`src/rtl/priority_encoder_bidir_pkg.sv`:
```
// Shared types and constant helpers for the bidirectional priority encoder.
package priority_encoder_bidir_pkg;

  typedef enum logic {
    DIR_MSB = 1'b0,
    DIR_LSB = 1'b1
  } search_dir_e;

  // Ceiling log2 for elaboration-time sizing; any WIDTH >= 2 is accepted.
  function automatic int pe_clog2(input int value);
    int r;
    r = 0;
    for (int i = 0; i < 31; i++) begin
      if ((32'sd1 <<< i) < value) begin
        r = i + 1;
      end
    end
    return r;
  endfunction

endpackage

```
`src/rtl/priority_encoder_bidir_if.sv`:
```
// Request vector and encoded results exchanged with the priority encoder.
interface priority_encoder_bidir_if
  import priority_encoder_bidir_pkg::*;
#(
  parameter int WIDTH = 64
) ();

  localparam int IDX_W = pe_clog2(WIDTH);

  logic [WIDTH-1:0] in;
  logic [IDX_W-1:0] out_MSB;
  logic [IDX_W-1:0] out_LSB;
  logic             valid;

  modport master (
    output in,
    input  out_MSB,
    input  out_LSB,
    input  valid
  );

  modport slave (
    input  in,
    output out_MSB,
    output out_LSB,
    output valid
  );

endinterface

```
`src/rtl/priority_encoder_bidir_tree.sv`:
```
// Recursive binary search tree over a power-of-two vector; each level prepends
// one index bit, and an all-zero subtree always reports index 0.
module priority_encoder_bidir_tree
  import priority_encoder_bidir_pkg::*;
#(
  parameter int          WIDTH = 64,
  parameter search_dir_e DIR   = DIR_MSB,
  localparam int         IW    = pe_clog2(WIDTH)
) (
  input  logic [WIDTH-1:0] in,
  output logic [IW-1:0]    index,
  output logic             valid
);

  generate
    if (WIDTH == 2) begin : g_leaf
      // Two-bit leaf: picks the preferred side, 0 when both bits are clear.
      always_comb begin
        valid = in[1] | in[0];
        if (DIR == DIR_MSB) begin
          index = in[1];
        end else begin
          index = ~in[0] & in[1];
        end
      end
    end else begin : g_node
      localparam int HALF = WIDTH / 2;

      logic [IW-2:0] lo_idx_s;
      logic [IW-2:0] hi_idx_s;
      logic          lo_v_s;
      logic          hi_v_s;

      priority_encoder_bidir_tree #(
        .WIDTH (HALF),
        .DIR   (DIR)
      ) u_lo (
        .in    (in[HALF-1:0]),
        .index (lo_idx_s),
        .valid (lo_v_s)
      );

      priority_encoder_bidir_tree #(
        .WIDTH (HALF),
        .DIR   (DIR)
      ) u_hi (
        .in    (in[WIDTH-1:HALF]),
        .index (hi_idx_s),
        .valid (hi_v_s)
      );

      // Merge children; the LSB form gates the upper bit so an empty node stays 0.
      always_comb begin
        valid = lo_v_s | hi_v_s;
        if (DIR == DIR_MSB) begin
          if (hi_v_s) begin
            index = {1'b1, hi_idx_s};
          end else begin
            index = {1'b0, lo_idx_s};
          end
        end else begin
          if (lo_v_s) begin
            index = {1'b0, lo_idx_s};
          end else begin
            index = {hi_v_s, hi_idx_s};
          end
        end
      end
    end
  endgenerate

endmodule

```
`src/rtl/priority_encoder_bidir.sv`:
```
// Priority encoder reporting highest and (optionally) lowest set bit index of a
// request vector, with an optional registered output stage.
module priority_encoder_bidir
  import priority_encoder_bidir_pkg::*;
#(
  parameter int WIDTH    = 64,
  parameter int TWO_SIDE = 0,
  parameter int PIPE     = 0
) (
  input  logic                     clk,
  input  logic                     rst,
  priority_encoder_bidir_if.slave  bus
);

  localparam int IDX_W = pe_clog2(WIDTH);
  localparam int P     = 32'sd1 <<< IDX_W;

  logic [P-1:0]     in_pad_s;
  logic [IDX_W-1:0] msb_idx_s;
  logic [IDX_W-1:0] lsb_idx_s;
  logic             msb_v_s;
  logic             lsb_v_s;
  logic             res_v_s;

  // Zero-pad to the tree width; padded zeros can never be selected.
  always_comb begin
    in_pad_s            = '0;
    in_pad_s[WIDTH-1:0] = bus.in;
  end

  priority_encoder_bidir_tree #(
    .WIDTH (P),
    .DIR   (DIR_MSB)
  ) u_msb_tree (
    .in    (in_pad_s),
    .index (msb_idx_s),
    .valid (msb_v_s)
  );

  generate
    if (TWO_SIDE != 0) begin : g_lsb
      priority_encoder_bidir_tree #(
        .WIDTH (P),
        .DIR   (DIR_LSB)
      ) u_lsb_tree (
        .in    (in_pad_s),
        .index (lsb_idx_s),
        .valid (lsb_v_s)
      );
    end else begin : g_no_lsb
      assign lsb_idx_s = '0;
      assign lsb_v_s   = 1'b0;
    end
  endgenerate

  assign res_v_s = msb_v_s | lsb_v_s;

  generate
    if (PIPE != 0) begin : g_pipe
      logic [IDX_W-1:0] msb_r;
      logic [IDX_W-1:0] lsb_r;
      logic             valid_r;

      // Output stage reloads every cycle; rst discards the value sampled that edge.
      always_ff @(posedge clk) begin
        if (rst) begin
          msb_r   <= '0;
          lsb_r   <= '0;
          valid_r <= 1'b0;
        end else begin
          msb_r   <= msb_idx_s;
          lsb_r   <= lsb_idx_s;
          valid_r <= res_v_s;
        end
      end

      assign bus.out_MSB = msb_r;
      assign bus.out_LSB = lsb_r;
      assign bus.valid   = valid_r;
    end else begin : g_comb
      logic unused_s;
      assign unused_s    = clk ^ rst;
      assign bus.out_MSB = msb_idx_s;
      assign bus.out_LSB = lsb_idx_s;
      assign bus.valid   = res_v_s;
    end
  endgenerate

endmodule

```
`src/flat_wrapper.sv`:
```
// flat-port wrapper written by rule: the top's interface ports become plain ports
module priority_encoder_bidir_flat import priority_encoder_bidir_pkg::*;
#(
  parameter int WIDTH    = 64,
  parameter int TWO_SIDE = 0,
  parameter int PIPE     = 0
)
  (clk, rst, bus_in, bus_out_MSB, bus_out_LSB, bus_valid);
  priority_encoder_bidir_if #(.WIDTH(WIDTH)) bus_i ();
  input  logic clk;
  input  logic rst;
  input wire logic [$bits(bus_i.in)-1:0] bus_in;
  output wire logic [$bits(bus_i.out_MSB)-1:0] bus_out_MSB;
  output wire logic [$bits(bus_i.out_LSB)-1:0] bus_out_LSB;
  output wire logic [$bits(bus_i.valid)-1:0] bus_valid;
  assign bus_i.in = bus_in;
  assign bus_out_MSB = bus_i.out_MSB;
  assign bus_out_LSB = bus_i.out_LSB;
  assign bus_valid = bus_i.valid;
  priority_encoder_bidir #(.WIDTH(WIDTH), .TWO_SIDE(TWO_SIDE), .PIPE(PIPE)) u_core (.clk(clk), .rst(rst), .bus(bus_i));
endmodule
```
`config.mk`:
```
export PLATFORM = sky130hd
export DESIGN_NAME = priority_encoder_bidir_flat
export DESIGN_NICKNAME = d
export VERILOG_FILES = /design/src/rtl/priority_encoder_bidir_pkg.sv /design/src/rtl/priority_encoder_bidir_if.sv /design/src/rtl/priority_encoder_bidir_tree.sv /design/src/rtl/priority_encoder_bidir.sv /design/src/flat_wrapper.sv
export SDC_FILE = /design/constraint.sdc
export NUM_CORES = 1
export LEC_CHECK = 0
export ABC_AREA = 1
export CORE_ASPECT_RATIO = 1.75
export CORE_MARGIN = 1.5
export CORE_UTILIZATION = 25
export DETAILED_ROUTE_END_ITERATION = 12
export PLACE_DENSITY = 0.7
export SLEW_MARGIN = 20
export SYNTH_ARGS = -nofsm -noshare
export SYNTH_HDL_FRONTEND = slang
export SYNTH_SLANG_ARGS = --single-unit
```
`constraint.sdc`:
```
create_clock -name vclk -period 1.94
set_input_delay 0.388 -clock vclk [all_inputs]
set_output_delay 0.388 -clock vclk [all_outputs]
set_load 0.01 [all_outputs]
```
== Yosys cells after proc, flatten, opt, wreduce, memory -nomap -nowiden ==
Cells that the tools add are included.

* Multiplexer cells: 31
* Bitwise gates (word level): 63

{| class="wikitable"
|+ Operator list
! operator !! count
|-
| $or A1 B1 Y1 || 63
|-
| $mux W2 || 16
|-
| $mux W3 || 8
|-
| $mux W4 || 4
|-
| $mux W5 || 2
|-
| $mux W6 || 1
|}

* Word-level logic and storage cells: 94
* Register bits: 0
* Output and inout bits: 13
* Bits of input ports: 66

== Longest topological paths before layout ==
* Word-level depth: 6
* Mapped depth: 10
* Gate-level depth less buffers: 10

== Cells and area by module ==
Synthesis repeated with hierarchy kept, for this count alone.

* Cell total of the unflattened synthesis: 399
* Area total of the unflattened synthesis: 1834.3 µm²

{| class="wikitable"
|+ Modules (own cells, without submodules)
! module !! cells each !! area each (µm²) !! sequential area each (µm²) !! instances
|-
| priority_encoder_bidir_tree (u_core.u_msb_tree.g_node.u_hi.g_node.u_hi.g_node.u_hi.g_node.u_hi.g_node.u_hi ...) || 4 || 18.8 || 0.0 || 32
|-
| priority_encoder_bidir_tree (u_core.u_msb_tree.g_node.u_hi.g_node.u_hi.g_node.u_hi.g_node.u_hi ...) || 6 || 28.8 || 0.0 || 16
|-
| priority_encoder_bidir_tree (u_core.u_msb_tree.g_node.u_hi.g_node.u_hi.g_node.u_hi ...) || 9 || 40.0 || 0.0 || 8
|-
| priority_encoder_bidir_tree (u_core.u_msb_tree.g_node.u_hi.g_node.u_hi ...) || 12 || 51.3 || 0.0 || 4
|-
| priority_encoder_bidir_tree (u_core.u_msb_tree.g_node.u_hi ...) || 15 || 62.6 || 0.0 || 2
|-
| priority_encoder_bidir_tree (u_core.u_msb_tree) || 18 || 73.8 || 0.0 || 1
|-
| priority_encoder_bidir || 7 || 48.8 || 0.0 || 1
|}

== Worst setup path after synthesis ==
OpenSTA, ideal clock, no wires.

* Path kind: input to output
* Start: input bus_in[59]
* End: output bus_out_MSB[5]
* Slack: 0.326 ns
* Data required time: 1.552 ns
* Arrival time: 1.226 ns
* Stages on the path: 9
* Path buffers: 1
* Path through: inv_1 -> nand2_1 -> nor2_1 -> nand2_4 -> nor2_8 -> inv_4 -> nor2_8 -> inv_2 -> buf_4

* Word-level cells in the longest chain between the ends: 6

{| class="wikitable"
|+ RTL lines
! element !! RTL line !! source
|-
| start, declared || flat_wrapper.sv:12 || <nowiki>input wire logic [$bits(bus_i.in)-1:0] bus_in;</nowiki>
|-
| $or A1 B1 Y1 || priority_encoder_bidir_tree.sv:19 || <nowiki>valid = in[1] | in[0];</nowiki>
|-
| $or A1 B1 Y1 (4 in series) || priority_encoder_bidir_tree.sv:54 || <nowiki>valid = lo_v_s | hi_v_s;</nowiki>
|-
| net u_core.u_msb_tree.g_node.hi_v_s || priority_encoder_bidir_tree.sv:32 || <nowiki>logic hi_v_s;</nowiki>
|-
| $mux W6 || priority_encoder_bidir_tree.sv:56 || <nowiki>if (hi_v_s) begin</nowiki>
|-
| end, declared || flat_wrapper.sv:13 || <nowiki>output wire logic [$bits(bus_i.out_MSB)-1:0] bus_out_MSB;</nowiki>
|}

The timed path passes the listed nets, and every way through them passes these cells.

== Final worst setup path ==
* Start: input bus_in[52]
* End: output bus_out_MSB[1]

* Word-level cells in the longest chain between the ends: 6
* Elaborated cells on any way between the ends: 9
* Those cells by class: mux (4); bitwise (5)

{| class="wikitable"
|+ RTL lines
! element !! RTL line
|-
| $or A1 B1 Y1 * || priority_encoder_bidir_tree.sv:19
|-
| $or A1 B1 Y1 * || priority_encoder_bidir_tree.sv:54
|-
| $mux W3 / $or A1 B1 Y1 (equally long branches) || priority_encoder_bidir_tree.sv:56, priority_encoder_bidir_tree.sv:54
|-
| $mux W4 / $or A1 B1 Y1 (equally long branches) || priority_encoder_bidir_tree.sv:56, priority_encoder_bidir_tree.sv:54
|-
| $mux W5 / $or A1 B1 Y1 (equally long branches) || priority_encoder_bidir_tree.sv:56, priority_encoder_bidir_tree.sv:54
|-
| $mux W6 * || priority_encoder_bidir_tree.sv:56
|}

Every way passes the cells marked *; elsewhere a longest branch is shown, timed or not.

==> metrics.md <==
| Metric | Value |
|---|---|
| Pwr Density | `139 mW/mm^2` |
| First-pass GRT wire length | `~5.0 mm` |
| Vias in the first global route | `1,392` |
| Initial cell density of the core | `0.260` |
| Die span in x | `47.5 microns` |
| Largest net degree at the start of global routing | `7` |
| Minimum clock period | `between 1500 and 2000 ps` |
| Hold WC Path Type | `input pin to primary output` |
| Met1 usage | `0.143` |
| Clock buf count | `0` |
| Detailed router's first-iteration violation count | `2` |
| Leakage | `1.13 nW` |
| Synth Instances | `between 150 and 200` |
| Residual DRC count | `0` |
| Fin Hold WS | `1230 ps` |
| Die Y | `80.8 microns` |
| Post-synth top area share | `0.243` |
| Setup crit end | `bus_out_MSB[1]` |
| CP endpoint kind | `primary output` |
| Cell taking the most area after synthesis | `nand2_1` |
| CP Max Fanout | `6` |
| Most repeated cell in the gate-level netlist after synthesis | `nand2_1` |
| Netlist cell types | `25` |
| Crit path launch type | `input pin` |
| Crit path DAT | `1500 ps` |
| Cell Area, Synth | `roughly 860 sq um` |
| Hold Vio Cnt, Final | `0` |
| Initial antenna violation count | `0` |
| VDD IR-drop max | `0.0638 mV` |
| TritonRoute pass-1 iters | `5` |
| Met3 Track Usage GR | `0.0111` |
| Layout cells sized above 1 | `0.519` |
| IO Port Bufs | `71` |
| Die ar. | `between 0.003 and 0.004 sq mm` |
| Average wire per standard cell | `slightly above 10 microns` |
| Busiest grt layer | `met2` |
| M2 GR Usage | `0.374` |
| Core area | `0.00333 sq mm` |
| Final ANT Viol Nets | `0` |
| Final Max Slew Viols | `0` |
| Overflow after GRT | `0` |
| I/O pins | `79` |
| Status | `finished clean` |
| Register area share after synthesis | `0` |
| Post-synth top cells | `56 x nand2_1, 29 x inv_1, 28 x nor2_1, 14 x nand3_1, 12 x a21oi_1` |
| Seq_cells | `0` |
| Via Count | `between 1,000 and 1,500` |
| HPWL after detailed placement | `approximately 2.6 mm` |
| Fin nets | `365` |
| Fillers | `319` |
| Synthesis Warnings | `0` |
| Register area | `0 sq um` |
| CP Launch Point | `bus_in[52]` |
| # setup viols final | `0` |
| Row Count | `28` |
| Worst EP required | `around 1600 ps` |
| Setup Crit Path Kind | `input pin to primary output` |
| Via-per-instance ratio | `between 4 and 5` |
| Diodes inserted | `0` |
| FMAX | `530 MHz` |
| Finished Layout Cells | `342` |
| Top cells by area, synth | `nand2_1 24%, inv_1 13%, nor2_1 12%` |
| Area Growth Syn to Fin | `137%` |
| Maxcap violations | `0` |
| Final RePlAce weighted congestion | `~0.79` |
| Final Cycle Share | `0.972` |
| Avg Cell Area, Syn | `4.75 sq um` |
| Placed Cells | `320` |
| Area of the multi-input gates | `940 sq um` |
| Final wirelength | `between 3 and 4 mm` |
| Global-route usage over all layers | `0.169` |
## logic make-up after synthesis
| kind of cell | count (synthesis) | share of synthesized area |
|---|---|---|
| other | 1 | 0.00434 |
| buffers and inverters | 39 | 0.203 |
| and+or+nand+nor | 116 | 0.631 |
| AOI/OAI and AO/OA | 26 | 0.162 |
## critical path, stage by stage
cell and delay, ps:
dlygate4sd2_1 240, inv_2 60, nand3_2 80, inv_2 70
nand2_2 80, nor2_8 130, inv_4 60, nor2_8 140
nand2_2 70, nand2_1 60, buf_2 120
## what timing repair did
| action | CTS | global route |
|---|---|---|
| buffers inserted | 16 | 6 |
| endpoints found under the setup margin | 7 | 7 |
| cloned | 0 | 0 |
| gates resized for setup | 148 | 89 |
| pin swaps | 60 | 53 |
| hold buffers | 0 | 0 |
## how the worst min path moves through the flow
stage,start,to,depth (start not counted)
6_report,bus_in[1],bus_valid,6
5_1_grt,bus_in[1],bus_valid,6
4_1_cts,bus_in[49],bus_out_MSB[0],10
3_5_place_dp,bus_in[32],bus_out_MSB[4],5
3_3_place_gp,bus_in[32],bus_out_MSB[4],5
2_1_floorplan,bus_in[0],bus_valid,4
## metal layers
layer	up-vias	part of all wire	wire, microns
met5	-	0	0
met1	655	0.31	1080
met4	0	0.012	43
met2	45	0.63	2230
li1	779	-	-
met3	4	0.048	170
## stage by stage
stage / total power [W] / area, sq um / TNS [ps] / util / worst slack (ps)
floorplan: 0.0000876 / 883 / 0 / - / 326
global placement: 0.000257 / 1780 / -4230 / 0.534 / -640
detailed placement: 0.000259 / 1780 / -4450 / 0.534 / -680
CTS: 0.000258 / 1940 / 0 / 0.582 / 3.25
global route: 0.000313 / 2050 / -102 / 0.617 / -43.4
finish: 0.000285 / 2050 / 0 / 0.617 / 53.6
## power breakdown
group          internal [W]  switching (W)  total (W)
clock network             0              0          0
registers                 0              0          0
logic              0.000157       0.000128   0.000285
## final cells by class
class	instances	share of cell area
inverters	32	0.0598
multi-input cells	148	0.458
well taps	45	0.0274
repair buffers	117	0.455
## placed cells by master (no fill, tap or decap), types with 6 or more instances in the layout
| cell type | count |
|---|---|
| nand2_1 | 38 |
| nor2_1 | 9 |
| inv_1 | 16 |
| nand2_2 | 18 |
| buf_2 | 7 |
| buf_4 | 44 |
| clkdlybuf4s15_1 | 12 |
| buf_6 | 6 |
| a21oi_1 | 10 |
| clkbuf_2 | 18 |
| nor2_2 | 15 |
| dlymetal6s2s_1 | 7 |
| dlygate4sd2_1 | 22 |
| o21ai_0 | 6 |
| nor2_4 | 8 |
| nand3_2 | 8 |
| inv_2 | 15 |
| conb_1 | 6 |
Note: power is estimated with default switching activity, not from simulation.
